<file path="src/rtl/sreg_bidir_tx_pkg.sv">
// Shared definitions for the bidirectional shift-register transmit controller.
// Optional parity frame bit is selected with SREG_BIDIR_TX_PARITY_EN.
package sreg_bidir_tx_pkg;

  localparam int SREG_NBITS = 8;

  // Shift direction as seen on the register's op input
  localparam logic DIR_LEFT  = 1'b0;  // MSB-first
  localparam logic DIR_RIGHT = 1'b1;  // LSB-first

  // Count value while the final data bit is on the wire
  localparam logic [3:0] CNT_LAST = 4'(SREG_NBITS - 1);

  typedef enum logic [1:0] {
    ST_IDLE  = 2'd0,
    ST_SHIFT = 2'd1,
    ST_PAR   = 2'd2
  } state_e;

endpackage

</file>
<file path="src/rtl/sreg_bidir_tx_bitcnt.sv">
// Data-bit counter for one frame: cleared on byte accept, advanced on each
// serial transfer; flags the last data bit.
module sreg_bidir_tx_bitcnt
  import sreg_bidir_tx_pkg::*;
(
  input  logic clk,
  input  logic reset,
  input  logic clr_i,
  input  logic inc_i,
  output logic at_last_o
);

  logic [3:0] cnt_q, cnt_d;

  // Clear wins over increment so a new frame always starts at zero
  always_comb begin
    cnt_d = cnt_q;
    if (clr_i)      cnt_d = 4'd0;
    else if (inc_i) cnt_d = cnt_q + 4'd1;
  end

  // Count register, synchronous reset
  always_ff @(posedge clk) begin
    if (reset) cnt_q <= 4'd0;
    else       cnt_q <= cnt_d;
  end

  assign at_last_o = (cnt_q == CNT_LAST);

endmodule

</file>
<file path="src/rtl/sreg_bidir_tx_ctrl.sv">
// Byte-to-bit serializer controller driving an external 8-bit bidirectional
// shift register. Accepts a byte + direction, loads the register, then emits
// one bit per transfer from the register's end bit.
// Define SREG_BIDIR_TX_PARITY_EN to append an even-parity bit to each frame.
module sreg_bidir_tx_ctrl
  import sreg_bidir_tx_pkg::*;
(
  input  logic                  clk,
  input  logic                  reset,
  input  logic                  in_val,
  output logic                  in_rdy,
  input  logic [SREG_NBITS-1:0] in_data,
  input  logic                  in_dir,
  output logic                  sreg_ld,
  output logic                  sreg_en,
  output logic                  sreg_op,
  output logic [SREG_NBITS-1:0] sreg_pin,
  input  logic [SREG_NBITS-1:0] sreg_pout,
  output logic                  sout_val,
  input  logic                  sout_rdy,
  output logic                  sout,
  output logic                  sout_last,
  output logic                  busy
);

  state_e state_q, state_d;
  logic   dir_q, dir_d;
  logic   st_idle, st_shift, st_par;
  logic   accept, xfer, at_last, shift_bit;

  // Only the two end bits of pout are ever observed
  logic unused_pout;
  assign unused_pout = &{1'b0, sreg_pout[SREG_NBITS-2:1]};

  // State decodes are gated by reset so every handshake output is low
  // while reset is held, even if reset lands mid-frame.
  assign st_idle  = !reset && (state_q == ST_IDLE);
  assign st_shift = !reset && (state_q == ST_SHIFT);
`ifdef SREG_BIDIR_TX_PARITY_EN
  assign st_par   = !reset && (state_q == ST_PAR);
`else
  assign st_par   = 1'b0;
`endif

  assign accept    = st_idle && in_val;
  assign xfer      = st_shift && sout_rdy;
  assign shift_bit = (dir_q == DIR_RIGHT) ? sreg_pout[0] : sreg_pout[SREG_NBITS-1];

  sreg_bidir_tx_bitcnt u_bitcnt (
    .clk       (clk),
    .reset     (reset),
    .clr_i     (accept),
    .inc_i     (xfer),
    .at_last_o (at_last)
  );

`ifdef SREG_BIDIR_TX_PARITY_EN
  logic par_q, par_d;

  // Running XOR of transmitted data bits, restarted per frame
  always_comb begin
    par_d = par_q;
    if (accept)    par_d = 1'b0;
    else if (xfer) par_d = par_q ^ shift_bit;
  end

  // Parity accumulator register
  always_ff @(posedge clk) begin
    if (reset) par_q <= 1'b0;
    else       par_q <= par_d;
  end
`endif

  // Frame sequencing: IDLE -> SHIFT (8 bits) [-> PAR] -> IDLE
  always_comb begin
    state_d = state_q;
    dir_d   = accept ? in_dir : dir_q;
    case (state_q)
      ST_IDLE:  if (accept) state_d = ST_SHIFT;
      ST_SHIFT: if (xfer && at_last) begin
`ifdef SREG_BIDIR_TX_PARITY_EN
        state_d = ST_PAR;
`else
        state_d = ST_IDLE;
`endif
      end
`ifdef SREG_BIDIR_TX_PARITY_EN
      ST_PAR:   if (sout_rdy) state_d = ST_IDLE;
`endif
      default:  state_d = ST_IDLE;
    endcase
  end

  // State and direction registers
  always_ff @(posedge clk) begin
    if (reset) begin
      state_q <= ST_IDLE;
      dir_q   <= DIR_LEFT;
    end else begin
      state_q <= state_d;
      dir_q   <= dir_d;
    end
  end

  // Outputs: load is combinational off the accept so the register captures
  // the byte on the same edge that moves us into SHIFT.
  assign in_rdy   = st_idle;
  assign sreg_ld  = accept;
  assign sreg_pin = accept ? in_data : '0;
  assign sreg_en  = xfer;  // register advances only on a completed transfer
  assign sreg_op  = st_shift ? dir_q : DIR_LEFT;
  assign sout_val = st_shift || st_par;
  assign busy     = !reset && (state_q != ST_IDLE);

`ifdef SREG_BIDIR_TX_PARITY_EN
  assign sout      = st_shift ? shift_bit : (st_par ? par_q : 1'b0);
  assign sout_last = st_par;
`else
  assign sout      = st_shift ? shift_bit : 1'b0;
  assign sout_last = st_shift && at_last;
`endif

endmodule
</file>
<file path="config.mk">
export PLATFORM = sky130hd
export DESIGN_NAME = sreg_bidir_tx_ctrl
export DESIGN_NICKNAME = d
export VERILOG_FILES = /design/src/rtl/sreg_bidir_tx_pkg.sv /design/src/rtl/sreg_bidir_tx_bitcnt.sv /design/src/rtl/sreg_bidir_tx_ctrl.sv
export SDC_FILE = /design/constraint.sdc
export NUM_CORES = 1
export LEC_CHECK = 0
export CORE_MARGIN = 5
export CORE_UTILIZATION = 33
export CTS_CLUSTER_SIZE = 40
export DETAILED_ROUTE_END_ITERATION = 10
export PLACE_DENSITY = 0.92
export REMOVE_ABC_BUFFERS = 1
export SYNTH_ARGS = -nofsm -noshare
export SYNTH_HDL_FRONTEND = slang
export SYNTH_SLANG_ARGS = --single-unit
</file>
<file path="constraint.sdc">
create_clock -name clk -period 2.5 [get_ports clk]
set_input_delay 0.5 -clock clk [delete_from_list [all_inputs] [get_ports clk]]
set_output_delay 0.5 -clock clk [all_outputs]
set_load 0.02 [all_outputs]
</file>
[Word level (Yosys, flattened, before mapping)]
Cells that the tools add are included.
Word-level totals
  register bits after elaboration: 7
  output and inout bits: 16
  input bits: 21
  word-level logic and storage cells: 27
Operators by class
  reduce and logical (&&, ||, !) cells: 12
  equality and inequality tests: 4
  muxes and demuxes: 7
  $add $sub $neg: 1
Operator list (number)
  $mux 8: 1
  $logic_and 1x1->1: 7
  $add 4x1->4 const B: 1
  $eq 4x3->1 const B: 1
  $mux 2: 2
  $pmux 2 s2: 1
  $mux 1: 3
  $eq 2x1->1 const B: 1
  $logic_not 2->1: 1
  $ne 2x1->1 const B: 1
  $ne 2x2->1 const B: 1
  $reduce_and 2->1: 1
  $reduce_bool 2->1: 1
  $reduce_or 2->1: 1
  $logic_not 1->1: 1

[Depth between registers and ports, before layout]
  depth after elaboration: 6
  depth in mapped cells: 4
  gate-level depth less buffers: 4

[Modules after synthesis]
From an unflattened synthesis, not the netlist that was laid out.
Second synthesis, totals
  cell total of the unflattened synthesis: 44
  area, all modules: 397.9 um^2
By module, submodules not included
  sreg_bidir_tx_ctrl: area each 212.7 um^2, sequential area each 40.0 um^2, cells each 25, times used 1
  sreg_bidir_tx_bitcnt: area each 185.2 um^2, sequential area each 80.1 um^2, cells each 19, times used 1

[Least setup slack after synthesis]
Ideal clock, no wire load.
  path kind: input -> output
  start point: input reset
  end point: output sout
  cell stages on the path: 3
  arrival: 1.487 ns
  slack: 0.513 ns
  cell sequence: clkbuf_2 > nor2b_1 > nor2b_1
On the way
  cells in the longest elaborated chain, start to end: 3
Ends and longest elaborated chain
  start: declaration: RTL line sreg_bidir_tx_ctrl.sv:9  | input logic reset,
  $logic_not 1->1: RTL line sreg_bidir_tx_ctrl.sv:38  | assign st_shift = !reset && (state_q == ST_SHIFT);
  $logic_and 1x1->1: RTL line sreg_bidir_tx_ctrl.sv:38
  $mux 1: RTL line sreg_bidir_tx_ctrl.sv:119  | assign sout = st_shift ? shift_bit : 1'b0;
  end: declaration: RTL line sreg_bidir_tx_ctrl.sv:21  | output logic sout,
Every way passes these cells.

[Worst setup path after layout]
  start point: input reset
  end point: output sreg_en
On the way
  cells in the longest elaborated chain, start to end: 3
Ends and longest elaborated chain
  $logic_not 1->1: RTL line sreg_bidir_tx_ctrl.sv:38
  $logic_and 1x1->1: RTL line sreg_bidir_tx_ctrl.sv:38
  $logic_and 1x1->1: RTL line sreg_bidir_tx_ctrl.sv:46  | assign xfer = st_shift && sout_rdy;
  end: declaration: RTL line sreg_bidir_tx_ctrl.sv:15  | output logic sreg_en,
Every way passes these cells.

==> results.py <==
metrics = {
    "outcome": {
        "status": "finished, final reports clean",
    },
    "power": {
        "power.net_switching_mw": 0.07806,
        "power.switching_fraction_pct": 27.84,
        "pwr-share-comb_pct": 31.1,
        "worst_ir_drop_vdd_v": 0.0002457,
        "total_leakage_power_nw": 0.3825,
        "powerDensity_nw_per_um2": 358.6,
        "seq_power_share_pct": 36.8,
        "intPower_mw": 0.2024,
        "pwr-share-clk_pct": 32.1,
    },
    "place": {
        "place_worst_setup_slack_ns": -0.04444,
        "numPortBuffers": 30,
        "post_detailed_placement_cell_area_sq_um": 763.2,
        "dp_hpwl_um": 1119,
        "place_inst": 98,
        "globalplace.congestion": 0.7793,
    },
    "setup_path": {
        "cp_max_fo": 5,
        "r2r-end": "u_bitcnt.cnt_q[1]",
        "end_kind": "output pin",
        "slowest_delay_ns": 0.59,
        "cp.required_ns": 2.00,
        "crit_path_frequent_cell": "clkdlybuf4s50_1",
        "critical_path_arrival_ns": 1.93,
        "reg2regPathDepth": 4,
        "critical_path.slowest_cell": "clkdlybuf4s50_1",
        "critical_path.cell_chain": "clkdlybuf4s50_1, nor2b_4, and2_2, clkdlybuf4s50_1",
        "register_to_register_path_setup_slack_ns": 1.26,
        "r2r-start": "u_bitcnt.cnt_q[0]",
        "start_kind": "primary input",
        "worst-setup-path-type": "primary input to output pin",
    },
    "timing": {
        "rsz0062_at_grt": "no",
        "finalWorstSetupSlack_ns": 0.06675,
        "achievable-frequency_ghz": 0.4110,
        "skew_ns": 0.0008267,
        "report.final.slew_viol_count": 0,
        "setup-tns-final_ns": 0,
        "finalCriticalPeriod_ns": 2.433,
        "report.final.setup_viol": 0,
        "worst-slew-pin-transition_ns": 0.3106,
        "hold_violation_total_from_the_final_report": 0,
        "period_share_pct": 97.33,
        "relSlewSlack_pct": 79.23,
    },
    "floorplanning": {
        "fp.coreArea_sq_um": 1285,
        "num_io_pins": 37,
        "dieHeight_um": 46.43,
        "starting_density_pct": 34.08,
        "chipWidth_um": 46.43,
        "dieArea_sq_um": 2156,
        "row_count": 13,
    },
    "clock_network": {
        "clkSinkCount": 6,
        "cts.clk_slew.worst_paths_ns": 0.04,
        "root_buffer": "clkbuf_4",
        "htree_levels": 1,
        "clockBufferDepth": 2,
        "tritoncts": "built",
        "cts_made_buffers": 3,
        "cts.repair_timing.setup_buffer_count": 0,
        "clock_latency_ns": 0.24,
    },
    "route": {
        "drt-pass1-iter-count": 4,
        "via_density": 5.000,
        "route.detailed.drc": 0,
        "drt-total-wl_um": 1377,
        "wire_per_inst_um": 13.63,
        "detail_route.iter0.violations": 8,
        "postRouteAntennaNets": 0,
        "dr_total_vias": 505,
    },
    "run": {
        "max-cap-violations": 0,
    },
    "hold_path": {
        "end_of_the_worst_hold_path": "u_bitcnt.cnt_q[3]",
        "worst_hold_startpoint": "u_bitcnt.cnt_q[3]",
        "worstHoldPathCells": 2,
        "timing.hold.worst.class": "flop to flop",
    },
    "final_layout": {
        "layout.cell_area.non_filler_sq_um": 782.0,
        "finish.net_count": 110,
        "final_cells": 101,
        "layout-drive-gt1-share_pct": 15.12,
        "diodes": 0,
        "area_growth_from_synthesis_to_layout_pct": 78.57,
        "final_core_utilization_pct": 60.86,
    },
    "yosys": {
        "yosys.area.top_type": "dfxtp_1",
        "synth_cell_type_count": 25,
        "postSynthRegisterBits": 6,
        "synthesis.instances": 52,
        "mappedNetlistArea_sq_um": 437.9,
        "postSynthAreaPerCell_sq_um": 8.422,
        "count_of_synthesis_stage_warnings_from_yosys": 0,
        "yosysSeqAreaShare_pct": 27.43,
        "ys_top_cells_by_area": "dfxtp_1 (27%), and3_1 (11%), buf_6 (5.1%)",
        "post_synth_top_area_share_pct": 27.43,
    },
    "grt": {
        "vias_in_the_first_global_route": 470,
        "grtUsageTotal_pct": 14.90,
        "antenna_found_initial": 0,
        "grt_pass1_wl_um": 2228,
        "grt_start_max_net_pins": 12,
        "grt_overflow_total": 0,
    },
}
power by group through the flow:
stage,sequential [mW],clock [mW],combinational [mW]
after floorplan,0.106,0,0.0300
after global placement,0.105,0,0.0870
after detailed placement,0.105,0,0.0905
after CTS,0.103,0.0963,0.0868
after global routing,0.103,0.102,0.0936
final,0.103,0.0900,0.0874
cell type report:
| type | instances | area, sq um |
|---|---|---|
| Multi-Input combinational cell | 41 | 286.5 |
| Tap cell | 15 | 18.77 |
| Sequential cell | 6 | 120.1 |
| Fill cell | 120 | 503.0 |
| Timing Repair Buffer | 36 | 334.1 |
| Clock buffer | 3 | 22.52 |
Yosys cell counts:
| cell | instances |
|---|---|
| a21oi_1 | 3 |
| a311oi_1 | 1 |
| a31oi_1 | 2 |
| and2_1 | 3 |
| and2_2 | 1 |
| and3_1 | 8 |
| and3b_1 | 1 |
| buf_4 | 1 |
| buf_6 | 2 |
| clkbuf_1 | 1 |
| clkbuf_2 | 1 |
| dfxtp_1 | 6 |
| ha_1 | 1 |
| mux2_2 | 1 |
| mux2i_1 | 2 |
| nand2_1 | 2 |
| nand3_1 | 1 |
| nand4_4 | 1 |
| nor2_1 | 5 |
| nor2b_1 | 3 |
| nor3_1 | 1 |
| nor3b_1 | 2 |
| o21ai_0 | 1 |
| or3b_1 | 1 |
| xor2_1 | 1 |
routing by layer:
layer / up-vias / GRT usage, % / share of wire, % / routed length (um)
li1: 255 / - / - / -
met1: 231 / 16.01 / 39 / 538
met2: 17 / 26.10 / 54 / 741
met3: 2 / 5.859 / 6.2 / 85
met4: 0 / 5.114 / 0.87 / 12
met5: - / 0 / 0 / 0
worst max-delay path by stage:
| stage | startpoint | to |
|---|---|---|
| floorplan | state_q[0] | sout |
| global placement | reset | sreg_pin[3] |
| detailed placement | reset | sreg_en |
| CTS | reset | sreg_en |
| global route | reset | in_rdy |
| finish | reset | sreg_en |
metrics by stage:
| step | total power [mW] | hold slack [ns] |
|---|---|---|
| after floorplan | 0.1359 | 0.4651 |
| after global placement | 0.1916 | 0.4886 |
| after detailed placement | 0.1953 | 0.4970 |
| after CTS | 0.2861 | 0.5015 |
| after global routing | 0.2991 | 0.5253 |
| final | 0.2804 | 0.5084 |
repair_timing:
item | CTS | global route
hold endpoints to repair | 0 | 0
hold buffers | 0 | 0
gates resized for setup | 10 | 1
setup endpoints to repair | 13 | 4
flip-flops by register name (all words and copies together), names as in the netlist:
signal	count
state_q	1
dir_q	1
u_bitcnt.cnt_q	4
worst max-delay path, delay by kind of cell:
| family | cells | cell delay, ns |
|---|---|---|
| AND/OR/NAND/NOR | 2 | 0.33 |
| buffers and inverters | 2 | 1.10 |
kinds of logic (layout without fill, tap and decap cells):
| logic type | count (synthesis) | count (layout) | share of synthesized area [%] |
|---|---|---|---|
| fa+ha+maj | 1 | 1 | 2.857 |
| compound gates | 7 | 7 | 9.426 |
| mux | 3 | 3 | 7.143 |
| simple gates | 29 | 29 | 42.29 |
| xor+xnor | 1 | 1 | 2.000 |
| flops | 6 | 6 | 27.43 |
| buf+inv | 5 | 39 | 8.855 |
layout by cell type (no fill, tap or decap), drive strengths merged, types with 2 or more instances in the layout:
| cell type | synthesis | routed |
|---|---|---|
| clkdlybuf4s50 | 0 | 21 |
| dlygate4sd2 | 0 | 9 |
| and3 | 8 | 8 |
| dfxtp | 6 | 6 |
| buf | 3 | 6 |
| nor2 | 5 | 5 |
| and2 | 4 | 4 |
| a21oi | 3 | 3 |
| clkbuf | 2 | 3 |
| nor2b | 3 | 3 |
| mux2i | 2 | 2 |
| nor3b | 2 | 2 |
| nand2 | 2 | 2 |
| a31oi | 2 | 2 |
(Power assumes the default switching activity.)
